### config.mk
export PLATFORM = sky130hd
export DESIGN_NAME = rominit_sink
export DESIGN_NICKNAME = d
export VERILOG_FILES = /design/src/rtl/rominit_sink.sv
export SDC_FILE = /design/constraint.sdc
export NUM_CORES = 1
export LEC_CHECK = 0
export CORE_MARGIN = 2
export CORE_UTILIZATION = 49
export DETAILED_ROUTE_END_ITERATION = 10
export PLACE_DENSITY = 0.79
export SYNTH_ARGS = -nofsm -noshare
export SYNTH_HDL_FRONTEND = slang
export SYNTH_SLANG_ARGS = --single-unit
export TNS_END_PERCENT = 20
### constraint.sdc
create_clock -name CLK_SYS -period 2 [get_ports CLK_SYS]
set_clock_uncertainty 0.1 [all_clocks]
set_input_delay 0.6 -clock CLK_SYS [delete_from_list [all_inputs] [get_ports CLK_SYS]]
set_output_delay 0.6 -clock CLK_SYS [all_outputs]
set_load 0.1 [all_outputs]
### src/rtl/rominit_sink.sv
// rtl/rominit_sink.sv - ROMINIT byte-stream sink: beat FIFO, boot/chr ROM writer, load tracking
module rominit_sink #(
  parameter int DEPTH   = 4,
  parameter int BOOT_AW = 12,
  parameter int CHR_AW  = 9
) (
  input  logic               CLK_SYS,
  input  logic               RESET,
  input  logic               ROMINIT_SEL_BOOT,
  input  logic               ROMINIT_SEL_CHR,
  input  logic [11:0]        ROMINIT_ADDR,
  input  logic [7:0]         ROMINIT_DATA,
  input  logic               ROMINIT_VALID,
  output logic               ROMINIT_READY,
  input  logic               MEM_BUSY,
  output logic               BOOT_WE,
  output logic [BOOT_AW-1:0] BOOT_A,
  output logic               CHR_WE,
  output logic [CHR_AW-1:0]  CHR_A,
  output logic [7:0]         MEM_D,
  output logic               BOOT_LOADED,
  output logic               CHR_LOADED,
  output logic               CORE_HOLD,
  output logic               ERR_ADDR
);

  localparam int PW = $clog2(DEPTH);
  localparam int CW = PW + 1;
  localparam logic [12:0] CHR_SIZE = 13'(1) << CHR_AW;

  // FIFO storage (no reset needed: occupancy is tracked by count_q)
  logic        fifo_boot_q [DEPTH];
  logic [11:0] fifo_addr_q [DEPTH];
  logic [7:0]  fifo_data_q [DEPTH];

  logic [PW-1:0] wr_ptr_q, rd_ptr_q;
  logic [CW-1:0] count_q, count_d;

  logic               boot_we_q, chr_we_q;
  logic [BOOT_AW-1:0] boot_a_q;
  logic [CHR_AW-1:0]  chr_a_q;
  logic [7:0]         mem_d_q;
  logic               boot_loaded_q, boot_loaded_d;
  logic               chr_loaded_q, chr_loaded_d;
  logic               err_q, hold_q, hold_d;

  logic        ready, accept, legal, push, pop, addr_oob;
  logic        head_boot;
  logic [11:0] head_addr;
  logic [7:0]  head_data;

  // Handshake, input filter and FIFO head decode
  always_comb begin
    ready     = (count_q != CW'(DEPTH));
    accept    = ROMINIT_VALID & ready;
    addr_oob  = ({1'b0, ROMINIT_ADDR} >= CHR_SIZE);
    legal     = (ROMINIT_SEL_BOOT ^ ROMINIT_SEL_CHR) & ~(ROMINIT_SEL_CHR & addr_oob);
    push      = accept & legal;
    pop       = (count_q != '0) & ~MEM_BUSY;
    head_boot = fifo_boot_q[rd_ptr_q];
    head_addr = fifo_addr_q[rd_ptr_q];
    head_data = fifo_data_q[rd_ptr_q];
  end

  // Next-state for occupancy, load flags and core hold
  always_comb begin
    count_d = count_q;
    unique case ({push, pop})
      2'b10:   count_d = count_q + CW'(1);
      2'b01:   count_d = count_q - CW'(1);
      default: count_d = count_q;
    endcase

    boot_loaded_d = boot_loaded_q;
    chr_loaded_d  = chr_loaded_q;
    if (pop && head_boot && (head_addr[BOOT_AW-1:0] == '1))
      boot_loaded_d = 1'b1;
    if (pop && !head_boot && (head_addr[CHR_AW-1:0] == '1))
      chr_loaded_d = 1'b1;
    // A fresh address-0 beat means the image is being reloaded; it wins over a
    // completing write of the previous image since it is ordered after it.
    if (push && ROMINIT_SEL_BOOT && (ROMINIT_ADDR[BOOT_AW-1:0] == '0))
      boot_loaded_d = 1'b0;
    if (push && ROMINIT_SEL_CHR && (ROMINIT_ADDR == '0))
      chr_loaded_d = 1'b0;

    hold_d = ~(boot_loaded_q & chr_loaded_q) | (count_q != '0) | boot_we_q | chr_we_q;
  end

  // FIFO entry write on a legal accepted beat
  always_ff @(posedge CLK_SYS) begin
    if (push) begin
      fifo_boot_q[wr_ptr_q] <= ROMINIT_SEL_BOOT;
      fifo_addr_q[wr_ptr_q] <= ROMINIT_ADDR;
      fifo_data_q[wr_ptr_q] <= ROMINIT_DATA;
    end
  end

  // Control state, write port registers and status flags
  always_ff @(posedge CLK_SYS or posedge RESET) begin
    if (RESET) begin
      wr_ptr_q      <= '0;
      rd_ptr_q      <= '0;
      count_q       <= '0;
      boot_we_q     <= 1'b0;
      chr_we_q      <= 1'b0;
      boot_a_q      <= '0;
      chr_a_q       <= '0;
      mem_d_q       <= '0;
      boot_loaded_q <= 1'b0;
      chr_loaded_q  <= 1'b0;
      err_q         <= 1'b0;
      hold_q        <= 1'b1;
    end else begin
      count_q       <= count_d;
      boot_loaded_q <= boot_loaded_d;
      chr_loaded_q  <= chr_loaded_d;
      hold_q        <= hold_d;
      if (push)
        wr_ptr_q <= wr_ptr_q + PW'(1);
      if (accept && !legal)
        err_q <= 1'b1;
      boot_we_q <= pop & head_boot;
      chr_we_q  <= pop & ~head_boot;
      if (pop) begin
        rd_ptr_q <= rd_ptr_q + PW'(1);
        mem_d_q  <= head_data;
        if (head_boot)
          boot_a_q <= head_addr[BOOT_AW-1:0];
        else
          chr_a_q <= head_addr[CHR_AW-1:0];
      end
    end
  end

  assign ROMINIT_READY = ready;
  assign BOOT_WE       = boot_we_q;
  assign BOOT_A        = boot_a_q;
  assign CHR_WE        = chr_we_q;
  assign CHR_A         = chr_a_q;
  assign MEM_D         = mem_d_q;
  assign BOOT_LOADED   = boot_loaded_q;
  assign CHR_LOADED    = chr_loaded_q;
  assign CORE_HOLD     = hold_q;
  assign ERR_ADDR      = err_q;

endmodule

Yosys cells after proc, flatten, opt, wreduce, memory -nomap -nowiden
Memories as Yosys holds them, arrays and structs flattened. A register that Yosys moved wholly into a read port is not among the register bits.
Cells that the tools add are included.
{"block": "totals", "regBits": 34, "ramBits": 84, "input_bits": 26, "out_inout_bits": 36, "word_cells": 65, "memories": 3}
{"name": "fifo_addr_q", "depth": 4, "width": 12, "read_ports": 1, "rd_clocked_by_memory_dff": 0, "write_ports": 1, "line": "33", "source": "logic [11:0] fifo_addr_q [DEPTH];"}
{"name": "fifo_data_q", "depth": 4, "width": 8, "read_ports": 1, "rd_clocked_by_memory_dff": 1, "write_ports": 1, "line": "34", "source": "logic [7:0] fifo_data_q [DEPTH];"}
{"name": "fifo_boot_q", "depth": 4, "width": 1, "read_ports": 1, "rd_clocked_by_memory_dff": 0, "write_ports": 1, "line": "32", "source": "logic fifo_boot_q [DEPTH];"}
{"block": "op_classes", "n_addsub": 4, "n_lt_le_gt_ge": 1, "eq_ne": 5, "muxes": 7, "bitwise": 16, "reduce_logical": 18}
{"operator": "12-bit == test, second input constant", "count": 1}
{"operator": "12-bit by 10-bit greater-or-equal comparator with 1-bit output, second input constant", "count": 1}
{"operator": "12-bit logical NOT", "count": 1}
{"operator": "9-bit == test, second input constant", "count": 1}
{"operator": "1-bit logical AND", "count": 9}
{"operator": "1-bit bitwise AND", "count": 8}
{"operator": "1-bit two-way mux", "count": 6}
{"operator": "3-bit one-hot mux with 2 select lines", "count": 1}
{"operator": "2-bit nonzero test", "count": 3}
{"operator": "2-bit by 1-bit adder with 2-bit output, second input constant", "count": 2}
{"operator": "1-bit NOT", "count": 4}
{"operator": "2-bit AND reduction", "count": 2}
{"operator": "3-bit by 1-bit adder with 3-bit output, second input constant", "count": 1}
{"operator": "3-bit != test, second input constant", "count": 1}
{"operator": "1-bit bitwise OR", "count": 3}
{"operator": "3-bit nonzero test", "count": 1}
{"operator": "3-bit by 1-bit subtractor with 3-bit output, second input constant", "count": 1}
{"operator": "2-bit by 1-bit == test with 1-bit output, second input constant", "count": 1}
{"operator": "2-bit == test, second input constant", "count": 1}
{"operator": "1-bit logical NOT", "count": 2}
{"operator": "1-bit XOR", "count": 1}

Depth between registers and ports, before layout
{"block": "depth", "ltp_word": 8, "mapped_depth": 10, "ltp_nobuf": 10}

Worst setup path before layout
No wires, ideal clock.
{"block": "synth_path", "kind": "flip-flop to flip-flop", "startpoint": "register count_q[0]", "endpoint": "register count_q[2]", "setup_ns": 0.079, "t_arrival_ns": 2.571, "required_time_ns": 1.821, "slack_ns": -0.750, "stages_incl_launch_ff": 11, "n_path_buf": 0, "synth_period_minus_slack_ns": 2.750, "path_cell_list": "dfrtp_1 > or3b_1 > nand2_1 > nor2_1 > inv_1 > ha_1 > inv_1 > fa_1 > xor2_1 > nor2_1 > xor2_1"}
{"block": "synth_between", "elab_chain_len": 5, "word_cells_on_any_way": 11, "classes_between": "add/sub: 2; eq/ne: 3; mux: 1; bitwise: 3; reduce/logical: 2"}
{"item": "start, declared", "line": "37", "source": "logic [CW-1:0] count_q, count_d;"}
{"item": "start signal, assigned", "line": "115", "source": "count_q <= count_d;"}
{"item": "3-bit != test *", "line": "54", "source": "ready = (count_q != CW'(DEPTH));"}
{"item": "via ROMINIT_READY", "line": "14", "source": "output logic ROMINIT_READY,"}
{"item": "1-bit bitwise AND *", "line": "55", "source": "accept = ROMINIT_VALID & ready;"}
{"item": "1-bit bitwise AND *", "line": "58", "source": "push = accept & legal;"}
{"item": "2-bit by 1-bit == test with 1-bit output / 2-bit == test (equally long branches)", "line": "68", "source": "unique case ({push, pop})"}
{"item": "3-bit one-hot mux with 2 select lines / 2-bit nonzero test (equally long branches)"}
Mark *: on every way through the listed nets, which the timed path passes. The rest lies on a longest branch.
A chain may end at the register's enable or synchronous reset.

Worst setup path in the final report
{"block": "layout_path", "startpoint": "register count_q[0]", "endpoint": "output ROMINIT_READY"}
{"block": "layout_between", "elab_chain_len": 1}
{"item": "3-bit != test", "line": "54"}
{"item": "end, declared", "line": "14"}
No other way between the ends.

==> results.cfg <==
[placement]
dp_hpwl_mm = 6.69
io_buffers = 61
dp.cells = 469
globalplace.congestion = 0.724
dp_slack_ns = -0.949

[run_status]
failed_checks = setup timing
status = complete, but fails checks

[cts]
clkTransAtPathRegs_ns = 0.06
clkLatencyLatePin_ns = 0.52
cts_max_level = 4
cts_made_buffers = 17
clockBufferDepth = 2
cts-root-buf = clkbuf_8
cts_tree = yes
clock-sinks = 126
cts_hold_buffers = 0

[yosys]
syn_area_mm2 = 0.00492
yosysUniqueCellTypes = 32
synth_area_leaders = edfxtp_1 (51%), dfrtp_1 (21%), mux4_2 (6.4%)
synthCells = 239
ys.flop_type = edfxtp_1
synth-seq-cells = 126
synth.most_common_cell = edfxtp_1
synth_top_area_share = 0.513
syn-num-nets = 271
synth_edf_count = 84
async_flop_share = 0.333
syn_area_per_cell_um2 = 20.6
yosysTopAreaCell = edfxtp_1
ys_top_cells_by_count = edfxtp_1 (84), dfrtp_1 (41), mux2_2 (22)
ys_seq_area_frac = 0.727
yosys_warnings = 0

[power]
switching_share = 0.399
power_density_mw_per_mm2 = 1840
pwr-share-comb = 0.477
p_clk_frac = 0.233
internal_power_mw = 7.85
power.leakage_nw = 2.71
power_frac_seq = 0.290
peakVddDrop_mv = 1.16
switchingPower_mw = 5.20

[timing]
max_slew_margin = 0.727
rsz0062_at_grt = yes
drv_slew = 0
max_freq_ghz = 0.435
period_share = 1.15
setup_viol = 24
worst_slack_ns = -0.297
tightest_slew_ns = 0.406
min_period_ns = 2.30
hold_viol = 0

[min_path]
worstHoldPathType = in -> async

[die]
start_util = 0.503
die_h_um = 104
pin_count = 62
row_count = 36
core_area_mm2 = 0.00977
fp.dieW_um = 104
die_area_mm2 = 0.0108

[drt]
ant_nets = 0
dr.first_iter.drc_count = 240
wl_per_cell_um = 21.5
wl_mm = 11.0
drtPass1Iterations = 4
avgViaCountPerCell = 5.42
via_count = 2764
drc = 0

[critical_path]
critical_path_arrival_ns = 1.60
ff2ff_path_depth = 11
worstSetupPathType = reg -> out
crit_start = count_q[0]$_DFFE_PP0P_
worstReg2RegEnd = count_q[2]$_DFFE_PP0P_
reg2reg_from = count_q[0]$_DFFE_PP0P_
crit_end = ROMINIT_READY
path_max_fanout = 2
worst_ep_required_time_ns = 1.30
cp-start-kind = flop
cp-end-kind = output pin
reg2reg_slack_ns = -0.23

[final_layout]
synthToLayoutAreaGrowth_pct = 44.4
drive_gt1_frac = 0.493
fillers = 553
ff_latch_area_mm2 = 0.00358
stdcell_count = 510
post-route-util = 0.726
n_antenna_cell = 0
nNetsFinal = 396
multi_input_area_mm2 = 0.00128

[global_route]
grt_antenna_before_repair = 0
grt_pass1_wl_mm = 17.2
grt_use_total = 0.215
grt_max_degree = 28
grt_pass1_vias = 3012
grt_remaining_overflow = 0

[job]
maxCapViolCount = 0
-- repair_timing --
item,4_1_cts,5_1_grt
endpoints found under the setup margin,91,22
buffers inserted,4,5
resized for setup,12,11
pin swaps,2,3
-- power by group through the flow --
stage / registers, mW / clock network (mW) / logic (mW)
floorplan: 5.89 / 0 / 1.66
global placement: 3.78 / 0 / 5.92
detailed placement: 3.81 / 0 / 6.03
CTS: 3.78 / 3.04 / 6.17
global route: 3.83 / 3.19 / 6.45
finish: 3.78 / 3.04 / 6.23
-- cell usage in the layout (no fill, tap or decap), types with 3 or more instances in the layout --
cell type,Yosys,routed
xor2_1,3,3
inv_1,9,6
nor2_1,6,5
edfxtp_1,84,84
buf_12,1,42
mux4_1,7,3
mux2_2,22,22
clkbuf_16,0,16
mux4_2,14,18
buf_4,1,42
clkdlybuf4s50_1,0,21
clkinvlp_4,0,3
mux2_4,8,8
ha_1,5,4
dlygate4sd2_1,0,4
nor3_1,3,3
clkbuf_1,0,4
and2_4,0,3
nand4_1,3,3
xnor2_1,3,3
dfrtp_1,41,40
buf_6,2,5
bufinv_16,0,3
-- sequential cells by signal, summed over array words and instances (netlist names), 2 cells and up --
name,cells
wr_ptr_q,2
fifo_addr_q,48
rd_ptr_q,2
CHR_A,9
fifo_data_q,32
MEM_D,8
fifo_boot_q,4
BOOT_A,12
count_q,3
-- worst min-delay path by stage --
stage                      startpoint                endpoint  slack, ns  cells after the start
2_1_floorplan  count_q[2]$_DFFE_PP0P_  count_q[2]$_DFFE_PP0P_       0.37                      1
3_3_place_gp     ERR_ADDR$_DFFE_PP0P_    ERR_ADDR$_DFFE_PP0P_       0.42                      1
3_5_place_dp   count_q[2]$_DFFE_PP0P_  count_q[2]$_DFFE_PP0P_       0.45                      2
4_1_cts                         RESET  count_q[0]$_DFFE_PP0P_       0.30                      3
5_1_grt                         RESET  count_q[0]$_DFFE_PP0P_       0.30                      3
6_report                        RESET  count_q[0]$_DFFE_PP0P_       0.30                      3
-- through the flow --
stage               power, mW  hold slack [ns]  TNS [ns]  cell area, um2
floorplan                7.54            0.372    -11.30            4940
finish                   13.1            0.297    -0.874            7100
CTS                      13.0            0.303    -0.632            7050
global route             13.5            0.297     -2.18            7100
global placement         9.70            0.416    -62.35            6410
detailed placement       9.84            0.450    -70.12            6410
-- routing by layer --
metal	vias to the layer above	wire length (um)	GRT usage
met3	15	509	0.0564
met4	0	160	0.0869
met2	97	5780	0.352
met1	1464	4530	0.275
li1	1188	-	-
met5	-	0	0
-- cell type report --
type                       instances  share of cell area
tap                              133              0.0234
clock buffer                      22              0.0624
inverter                           9             0.00476
multi-input combinational         96               0.181
timing repair buffer             114               0.205
sequential                       126               0.504
clock inverter                    10              0.0197
-- cells by family (layout without fill, tap and decap cells) --
logic type	count (synthesis)	in the layout	share of synthesized area
multiplexers	53	53	0.180
XOR/XNOR	6	6	0.0107
AND/OR/NAND/NOR	27	27	0.0344
AO/OA/AOI/OAI	4	4	0.00967
flip-flops	126	126	0.727
adder cells (fa/ha/maj)	6	6	0.0168
buffers and inverters	17	155	0.0209
-- worst max-delay path: stages (launching register included) --
cell and delay, ns:
dfrtp_1 0.37, or3b_4 0.41, buf_6 0.13, buf_12 0.15
(Power assumes the default switching activity.)
